## src/rtl/pipeline_wb_if.sv

```systemverilog
// rtl/pipeline_wb_if.sv - write-back stage bus: MEM/WB inputs, decode read ports, observed outputs
interface pipeline_wb_if;
    logic [7:0]  DM;
    logic [7:0]  ALU_ea;
    logic [1:0]  ra;
    logic        wb_wb_sel;
    logic        wb_data_sel;
    logic        wb_reg_en;
    logic [1:0]  rs1;
    logic [1:0]  rs2;
    logic [7:0]  rd1;
    logic [7:0]  rd2;
    logic [7:0]  wb_data;
    logic [7:0]  out_port;
    logic [15:0] retire_cnt;

    modport master (
        output DM, ALU_ea, ra, wb_wb_sel, wb_data_sel, wb_reg_en, rs1, rs2,
        input  rd1, rd2, wb_data, out_port, retire_cnt
    );

    modport slave (
        input  DM, ALU_ea, ra, wb_wb_sel, wb_data_sel, wb_reg_en, rs1, rs2,
        output rd1, rd2, wb_data, out_port, retire_cnt
    );
endinterface

```

## src/rtl/pipeline_wb.sv

```systemverilog
// rtl/pipeline_wb.sv - write-back stage: 4x8 register file, output port, saturating retire counter
// Define WB_BYPASS_EN to forward the in-flight register write onto rd1/rd2.
module pipeline_wb (
    input  logic          clk,
    input  logic          rst,
    pipeline_wb_if.slave  bus
);
    logic [7:0]  regs [0:3];
    logic [7:0]  out_port_q;
    logic [15:0] retire_q;
    logic [7:0]  wb_data;

    assign wb_data = bus.wb_data_sel ? bus.DM : bus.ALU_ea;

    always_ff @(posedge clk) begin
        if (!rst) begin
            for (int i = 0; i < 4; i++) begin
                regs[i] <= 8'h00;
            end
            out_port_q <= 8'h00;
            retire_q   <= 16'h0000;
        end else if (bus.wb_reg_en) begin
            if (bus.wb_wb_sel) begin
                regs[bus.ra] <= wb_data;
            end else begin
                out_port_q <= wb_data;
            end
            // Counter sticks at all-ones rather than wrapping.
            if (retire_q != 16'hFFFF) begin
                retire_q <= retire_q + 16'h0001;
            end
        end
    end

`ifdef WB_BYPASS_EN
    logic reg_wr;
    assign reg_wr  = rst && bus.wb_reg_en && bus.wb_wb_sel;
    assign bus.rd1 = (reg_wr && (bus.ra == bus.rs1)) ? wb_data : regs[bus.rs1];
    assign bus.rd2 = (reg_wr && (bus.ra == bus.rs2)) ? wb_data : regs[bus.rs2];
`else
    assign bus.rd1 = regs[bus.rs1];
    assign bus.rd2 = regs[bus.rs2];
`endif

    assign bus.wb_data    = wb_data;
    assign bus.out_port   = out_port_q;
    assign bus.retire_cnt = retire_q;
endmodule

```

## src/flat_wrapper.sv

```systemverilog
// flat-port wrapper written by rule: the top's interface ports become plain ports
module pipeline_wb_flat 
  (clk, rst, bus_DM, bus_ALU_ea, bus_ra, bus_wb_wb_sel, bus_wb_data_sel, bus_wb_reg_en, bus_rs1, bus_rs2, bus_rd1, bus_rd2, bus_wb_data, bus_out_port, bus_retire_cnt);
  pipeline_wb_if bus_i ();
  input  logic clk;
  input  logic rst;
  input wire logic [$bits(bus_i.DM)-1:0] bus_DM;
  input wire logic [$bits(bus_i.ALU_ea)-1:0] bus_ALU_ea;
  input wire logic [$bits(bus_i.ra)-1:0] bus_ra;
  input wire logic [$bits(bus_i.wb_wb_sel)-1:0] bus_wb_wb_sel;
  input wire logic [$bits(bus_i.wb_data_sel)-1:0] bus_wb_data_sel;
  input wire logic [$bits(bus_i.wb_reg_en)-1:0] bus_wb_reg_en;
  input wire logic [$bits(bus_i.rs1)-1:0] bus_rs1;
  input wire logic [$bits(bus_i.rs2)-1:0] bus_rs2;
  output wire logic [$bits(bus_i.rd1)-1:0] bus_rd1;
  output wire logic [$bits(bus_i.rd2)-1:0] bus_rd2;
  output wire logic [$bits(bus_i.wb_data)-1:0] bus_wb_data;
  output wire logic [$bits(bus_i.out_port)-1:0] bus_out_port;
  output wire logic [$bits(bus_i.retire_cnt)-1:0] bus_retire_cnt;
  assign bus_i.DM = bus_DM;
  assign bus_i.ALU_ea = bus_ALU_ea;
  assign bus_i.ra = bus_ra;
  assign bus_i.wb_wb_sel = bus_wb_wb_sel;
  assign bus_i.wb_data_sel = bus_wb_data_sel;
  assign bus_i.wb_reg_en = bus_wb_reg_en;
  assign bus_i.rs1 = bus_rs1;
  assign bus_i.rs2 = bus_rs2;
  assign bus_rd1 = bus_i.rd1;
  assign bus_rd2 = bus_i.rd2;
  assign bus_wb_data = bus_i.wb_data;
  assign bus_out_port = bus_i.out_port;
  assign bus_retire_cnt = bus_i.retire_cnt;
  pipeline_wb u_core (.clk(clk), .rst(rst), .bus(bus_i));
endmodule
```

## config.mk

```make
export PLATFORM = sky130hd
export DESIGN_NAME = pipeline_wb_flat
export DESIGN_NICKNAME = d
export VERILOG_FILES = /design/src/rtl/pipeline_wb_if.sv /design/src/rtl/pipeline_wb.sv /design/src/flat_wrapper.sv
export SDC_FILE = /design/constraint.sdc
export NUM_CORES = 1
export LEC_CHECK = 0
export ABC_AREA = 0
export CELL_PAD_IN_SITES_DETAIL_PLACEMENT = 1
export CELL_PAD_IN_SITES_GLOBAL_PLACEMENT = 1
export CORE_ASPECT_RATIO = 2
export CORE_MARGIN = 3
export CORE_UTILIZATION = 34
export CTS_BUF_LIST = sky130_fd_sc_hd__clkbuf_8 sky130_fd_sc_hd__clkbuf_16
export DETAILED_ROUTE_END_ITERATION = 8
export GPL_TIMING_DRIVEN = 0
export PLACE_DENSITY = 0.85
export SYNTH_ARGS = -nofsm -noshare
export SYNTH_HDL_FRONTEND = slang
export SYNTH_SLANG_ARGS = --single-unit
```

## constraint.sdc

```tcl
create_clock -name clk -period 1.9 [get_ports clk]
set_clock_uncertainty 0.2 [all_clocks]
set_input_delay 0.38 -clock clk [delete_from_list [all_inputs] [get_ports clk]]
set_output_delay 0.38 -clock clk [all_outputs]
set_load 0.01 [all_outputs]
```

==> metrics.txt <==
# TYPE chip_impl_metric gauge
chip_impl_info{name="tritoncts_clock_tree",value="built"} 1
chip_impl_metric{name="synth.net_count",unit=""} 265
chip_impl_metric{name="r2r_slack",unit="ns"} 0.12
chip_impl_metric{name="max_cap_viol_count",unit=""} 0
chip_impl_metric{name="final.setup.worst_slack",unit="ns"} -0.133
chip_impl_metric{name="worstPathRequired",unit="ns"} 1.32
chip_impl_metric{name="detailedPlace.worstSlack",unit="ns"} -1.15
chip_impl_metric{name="avgViaCountPerCell",unit=""} 5.42
chip_impl_metric{name="grt_antenna_before_repair",unit=""} 0
chip_impl_metric{name="finalNonFillerCells",unit=""} 424
chip_impl_info{name="worstSetupEndpointType",value="primary output"} 1
chip_impl_metric{name="power.ir.vdd_worst",unit="µV"} 409
chip_impl_metric{name="io_buffers",unit=""} 69
chip_impl_metric{name="arrival",unit="ns"} 1.45
chip_impl_metric{name="synth_enable_flop_cells",unit=""} 32
chip_impl_info{name="violations",value="negative setup slack"} 1
chip_impl_metric{name="antennaDiodeCount",unit=""} 0
chip_impl_metric{name="number_of_placed_instances_with_taps_included",unit=""} 400
chip_impl_metric{name="first_global_vias",unit=""} 2624
chip_impl_metric{name="layout_worst_path_cycle_share",unit=""} 1.07
chip_impl_metric{name="drt_iter0_drc",unit=""} 64
chip_impl_info{name="timing.critical_path.from_type",value="register"} 1
chip_impl_metric{name="layout.filler_cells",unit=""} 801
chip_impl_metric{name="postSynthCellCount",unit=""} 237
chip_impl_metric{name="hold_viol",unit=""} 0
chip_impl_metric{name="top_level_i_o_count",unit=""} 75
chip_impl_metric{name="floorplan.rows",unit=""} 45
chip_impl_metric{name="die_w",unit="µm"} 69.3
chip_impl_metric{name="grt_max_degree",unit=""} 19
chip_impl_info{name="crit_slowest_cell",value="sky130_fd_sc_hd__mux4_2"} 1
chip_impl_metric{name="slowest_delay",unit="ns"} 0.48
chip_impl_metric{name="timing_worst_slew_pin_value",unit="ns"} 0.506
chip_impl_metric{name="grt_pass1_wl",unit="µm"} 13700
chip_impl_metric{name="maximum_achievable_frequency",unit="MHz"} 492
chip_impl_metric{name="drtPass1Iterations",unit=""} 4
chip_impl_metric{name="syn_to_final_growth",unit="%"} 48.6
chip_impl_metric{name="ys_seq_area_frac",unit=""} 0.529
chip_impl_metric{name="design.core.area",unit="mm²"} 0.00771
chip_impl_metric{name="detailroute.via_count",unit=""} 2297
chip_impl_metric{name="yosys_register_bits",unit=""} 56
chip_impl_info{name="clock-root-buffer",value="sky130_fd_sc_hd__clkbuf_16"} 1
chip_impl_metric{name="grtUsageTotal",unit=""} 0.190
chip_impl_metric{name="synthesis.area",unit="mm²"} 0.00273
chip_impl_info{name="post-synth-top-area-cell",value="sky130_fd_sc_hd__edfxtp_1"} 1
chip_impl_metric{name="report.final.setup_viol",unit=""} 10
chip_impl_info{name="synth.top_cells.by_area",value="sky130_fd_sc_hd__edfxtp_1 (35%), sky130_fd_sc_hd__dfxtp_1 (18%), sky130_fd_sc_hd__mux4_2 (13%)"} 1
chip_impl_metric{name="total_power",unit="mW"} 2.83
chip_impl_metric{name="grt-ovfl-total",unit=""} 0
chip_impl_info{name="rsz_0062_raised_after_global_routing",value="true"} 1
chip_impl_metric{name="power_per_cell_area",unit="mW/mm²"} 700
chip_impl_metric{name="final_standard_cell_utilization_of_the_core",unit=""} 0.525
chip_impl_info{name="cell_by_cell_listing_of_the_critical_path",value="buf_4, mux4_2, buf_6"} 1
chip_impl_metric{name="worst_case_headroom_to_the_max_slew_limit",unit=""} 0.662
chip_impl_metric{name="clk_pin_slew_worst_paths",unit="ns"} 0.07
chip_impl_metric{name="timing.critical_path.fanout_max",unit=""} 2
chip_impl_info{name="run_status",value="complete, but fails checks"} 1
chip_impl_metric{name="route.antenna.remaining_nets",unit=""} 0
chip_impl_metric{name="synth_cell_types",unit=""} 35
chip_impl_metric{name="period_minus_slack",unit="ns"} 2.03
chip_impl_metric{name="drc",unit=""} 0
chip_impl_info{name="crit_type",value="reg -> out"} 1
chip_impl_metric{name="yosysWarningCount",unit=""} 0
chip_impl_metric{name="die_area",unit="mm²"} 0.00919
chip_impl_metric{name="layout.area.seq",unit="mm²"} 0.00146
chip_impl_metric{name="dpl.hpwl",unit="µm"} 6350
chip_impl_metric{name="cts-buffers-inserted",unit=""} 5
chip_impl_metric{name="timing.final.max_slew_violations",unit=""} 0
chip_impl_metric{name="finalWeightedCongestion",unit=""} 0.774
chip_impl_metric{name="postSynth.asyncResetShare",unit=""} 0
chip_impl_metric{name="synth_area_per_cell",unit="µm²"} 11.5
chip_impl_info{name="timing.hold.worst.class",value="reg -> reg"} 1
chip_impl_metric{name="fp.dieH",unit="µm"} 133
chip_impl_metric{name="clkSinkCount",unit=""} 56
chip_impl_metric{name="cts_max_path_buffers",unit=""} 2
chip_impl_metric{name="multiInputGateArea",unit="mm²"} 0.00137
chip_impl_metric{name="post-synth-top-area-fraction",unit=""} 0.353
chip_impl_metric{name="route.detailed.wl_per_inst",unit="µm"} 19.8
chip_impl_metric{name="routed_wirelength",unit="µm"} 8400
chip_impl_metric{name="htree_levels",unit=""} 2
chip_impl_info{name="main_synth_ff_type",value="sky130_fd_sc_hd__edfxtp_1"} 1
chip_impl_metric{name="clk_latency_worst_skew_pair",unit="ns"} 0.29
chip_impl_metric{name="nNetsFinal",unit=""} 357
chip_impl_metric{name="cts.hold.buffers_added",unit=""} 0
chip_impl_metric{name="initial_core_util",unit=""} 0.353
chip_impl_metric{name="share_of_cells_above_drive_strength_1",unit=""} 0.327
chip_impl_metric{name="power.static_leakage",unit="nW"} 1.57
## flip-flops by register name, summed over array words and instances, names as in the netlist
| signal | flops |
|---|---|
| u_core.bus.out_port | 8 |
| u_core.bus.retire_cnt | 16 |
| u_core.regs | 32 |
## cells in the final DEF (no fill, tap or decap), types with 5 or more instances in the layout
master / synthesis / routed
sky130_fd_sc_hd__a21oi_1: 10 / 10
sky130_fd_sc_hd__buf_6: 1 / 15
sky130_fd_sc_hd__mux2i_4: 0 / 8
sky130_fd_sc_hd__buf_4: 0 / 18
sky130_fd_sc_hd__dfxtp_2: 0 / 14
sky130_fd_sc_hd__or3_1: 8 / 7
sky130_fd_sc_hd__mux4_2: 16 / 16
sky130_fd_sc_hd__a211oi_1: 8 / 8
sky130_fd_sc_hd__nand2_1: 15 / 11
sky130_fd_sc_hd__edfxtp_1: 32 / 32
sky130_fd_sc_hd__nor2_1: 45 / 44
sky130_fd_sc_hd__dlygate4sd2_1: 0 / 8
sky130_fd_sc_hd__dfxtp_1: 24 / 10
sky130_fd_sc_hd__o21ai_1: 5 / 5
sky130_fd_sc_hd__inv_1: 11 / 11
sky130_fd_sc_hd__buf_2: 3 / 5
sky130_fd_sc_hd__dlymetal6s2s_1: 0 / 9
sky130_fd_sc_hd__nand4_1: 5 / 5
sky130_fd_sc_hd__clkbuf_16: 0 / 5
sky130_fd_sc_hd__clkdlybuf4s50_1: 0 / 31
## cells by family (layout without fill, tap and decap cells)
kind of cell | Yosys count | after routing | share of synthesized area
AND/OR/NAND/NOR | 96 | 96 | 0.174
flip-flops | 56 | 56 | 0.529
AO/OA/AOI/OAI | 31 | 31 | 0.0758
multiplexers | 27 | 27 | 0.173
buffers and inverters | 24 | 117 | 0.0372
XOR/XNOR | 2 | 2 | 0.00643
adder cells (fa/ha/maj) | 1 | 1 | 0.00459
## synth_stat cells, types with 3 or more instances
cell type                   n
sky130_fd_sc_hd__nor2_1    45
sky130_fd_sc_hd__edfxtp_1  32
sky130_fd_sc_hd__dfxtp_1   24
sky130_fd_sc_hd__mux4_2    16
sky130_fd_sc_hd__nand2_1   15
sky130_fd_sc_hd__inv_1     11
sky130_fd_sc_hd__mux2i_1   11
sky130_fd_sc_hd__a21oi_1   10
sky130_fd_sc_hd__a211oi_1   8
sky130_fd_sc_hd__or3_1      8
sky130_fd_sc_hd__clkbuf_1   7
sky130_fd_sc_hd__nand3_1    6
sky130_fd_sc_hd__nand4_1    5
sky130_fd_sc_hd__o21ai_1    5
sky130_fd_sc_hd__o21ai_0    4
sky130_fd_sc_hd__buf_2      3
sky130_fd_sc_hd__nor4_1     3
## worst max-delay path: cells and delay by family (launching register included)
kind                   cells  cell delay, ns
buffers and inverters      2            0.28
DFF                        1            0.40
muxes                      1            0.48
## layer usage
layer / GRT usage / share of wire / vias up
li1: - / - / 1057
met1: 0.171 / 0.31 / 1137
met2: 0.386 / 0.62 / 75
met3: 0.0205 / 0.022 / 28
met4: 0.114 / 0.047 / 0
met5: 0 / 0 / -
## timing repair
item | in CTS | in global routing
resized for setup | 139 | 27
cloned | 1 | 0
buffers inserted | 15 | 2
pin swaps | 2 | 1
endpoints found under the setup margin | 107 | 47
## path summary, 6_finish.rpt
kind	from	endpoint	depth (start not counted)
worst min-delay path	u_core.bus.out_port[7]$_SDFFE_PN0P_	u_core.bus.out_port[7]$_SDFFE_PN0P_	2
worst min register to register	u_core.bus.out_port[7]$_SDFFE_PN0P_	u_core.bus.out_port[7]$_SDFFE_PN0P_	2
worst max-delay path	u_core.regs[3][6]$_DFFE_PP_	bus_rd1[6]	3
worst max register to register	u_core.bus.retire_cnt[0]$_SDFFE_PN0P_	u_core.bus.retire_cnt[10]$_SDFFE_PN0P_	5
## area by class of cell
class / instances / area share
buffer: 11 / 0.0198
clock buffer: 5 / 0.0309
clock inverter: 3 / 0.00525
inverter: 11 / 0.0102
multi-input combinational: 157 / 0.337
sequential: 56 / 0.360
tap: 94 / 0.0290
timing repair buffer: 87 / 0.208
## power breakdown
| part | internal, mW | total (mW) | switching [mW] | leakage [nW] |
|---|---|---|---|---|
| clock network | 0.492 | 0.921 | 0.429 | 0.0702 |
| logic | 0.288 | 0.529 | 0.241 | 0.989 |
| registers | 1.35 | 1.38 | 0.0388 | 0.510 |
| total | 2.12 | 2.83 | 0.709 | 1.57 |
## per-stage QoR
| step | hold slack [ns] | instance area [µm²] | TNS [ns] |
|---|---|---|---|
| 4_1_cts | 0.303 | 3970 | -0.332 |
| 3_3_place_gp | 0.277 | 3530 | -57.31 |
| 6_report | 0.302 | 4050 | -0.263 |
| 5_1_grt | 0.331 | 4050 | -0.771 |
| 2_1_floorplan | 0.309 | 2730 | 0 |
| 3_5_place_dp | 0.291 | 3530 | -63.25 |
Power figures use the tool's default switching activity.
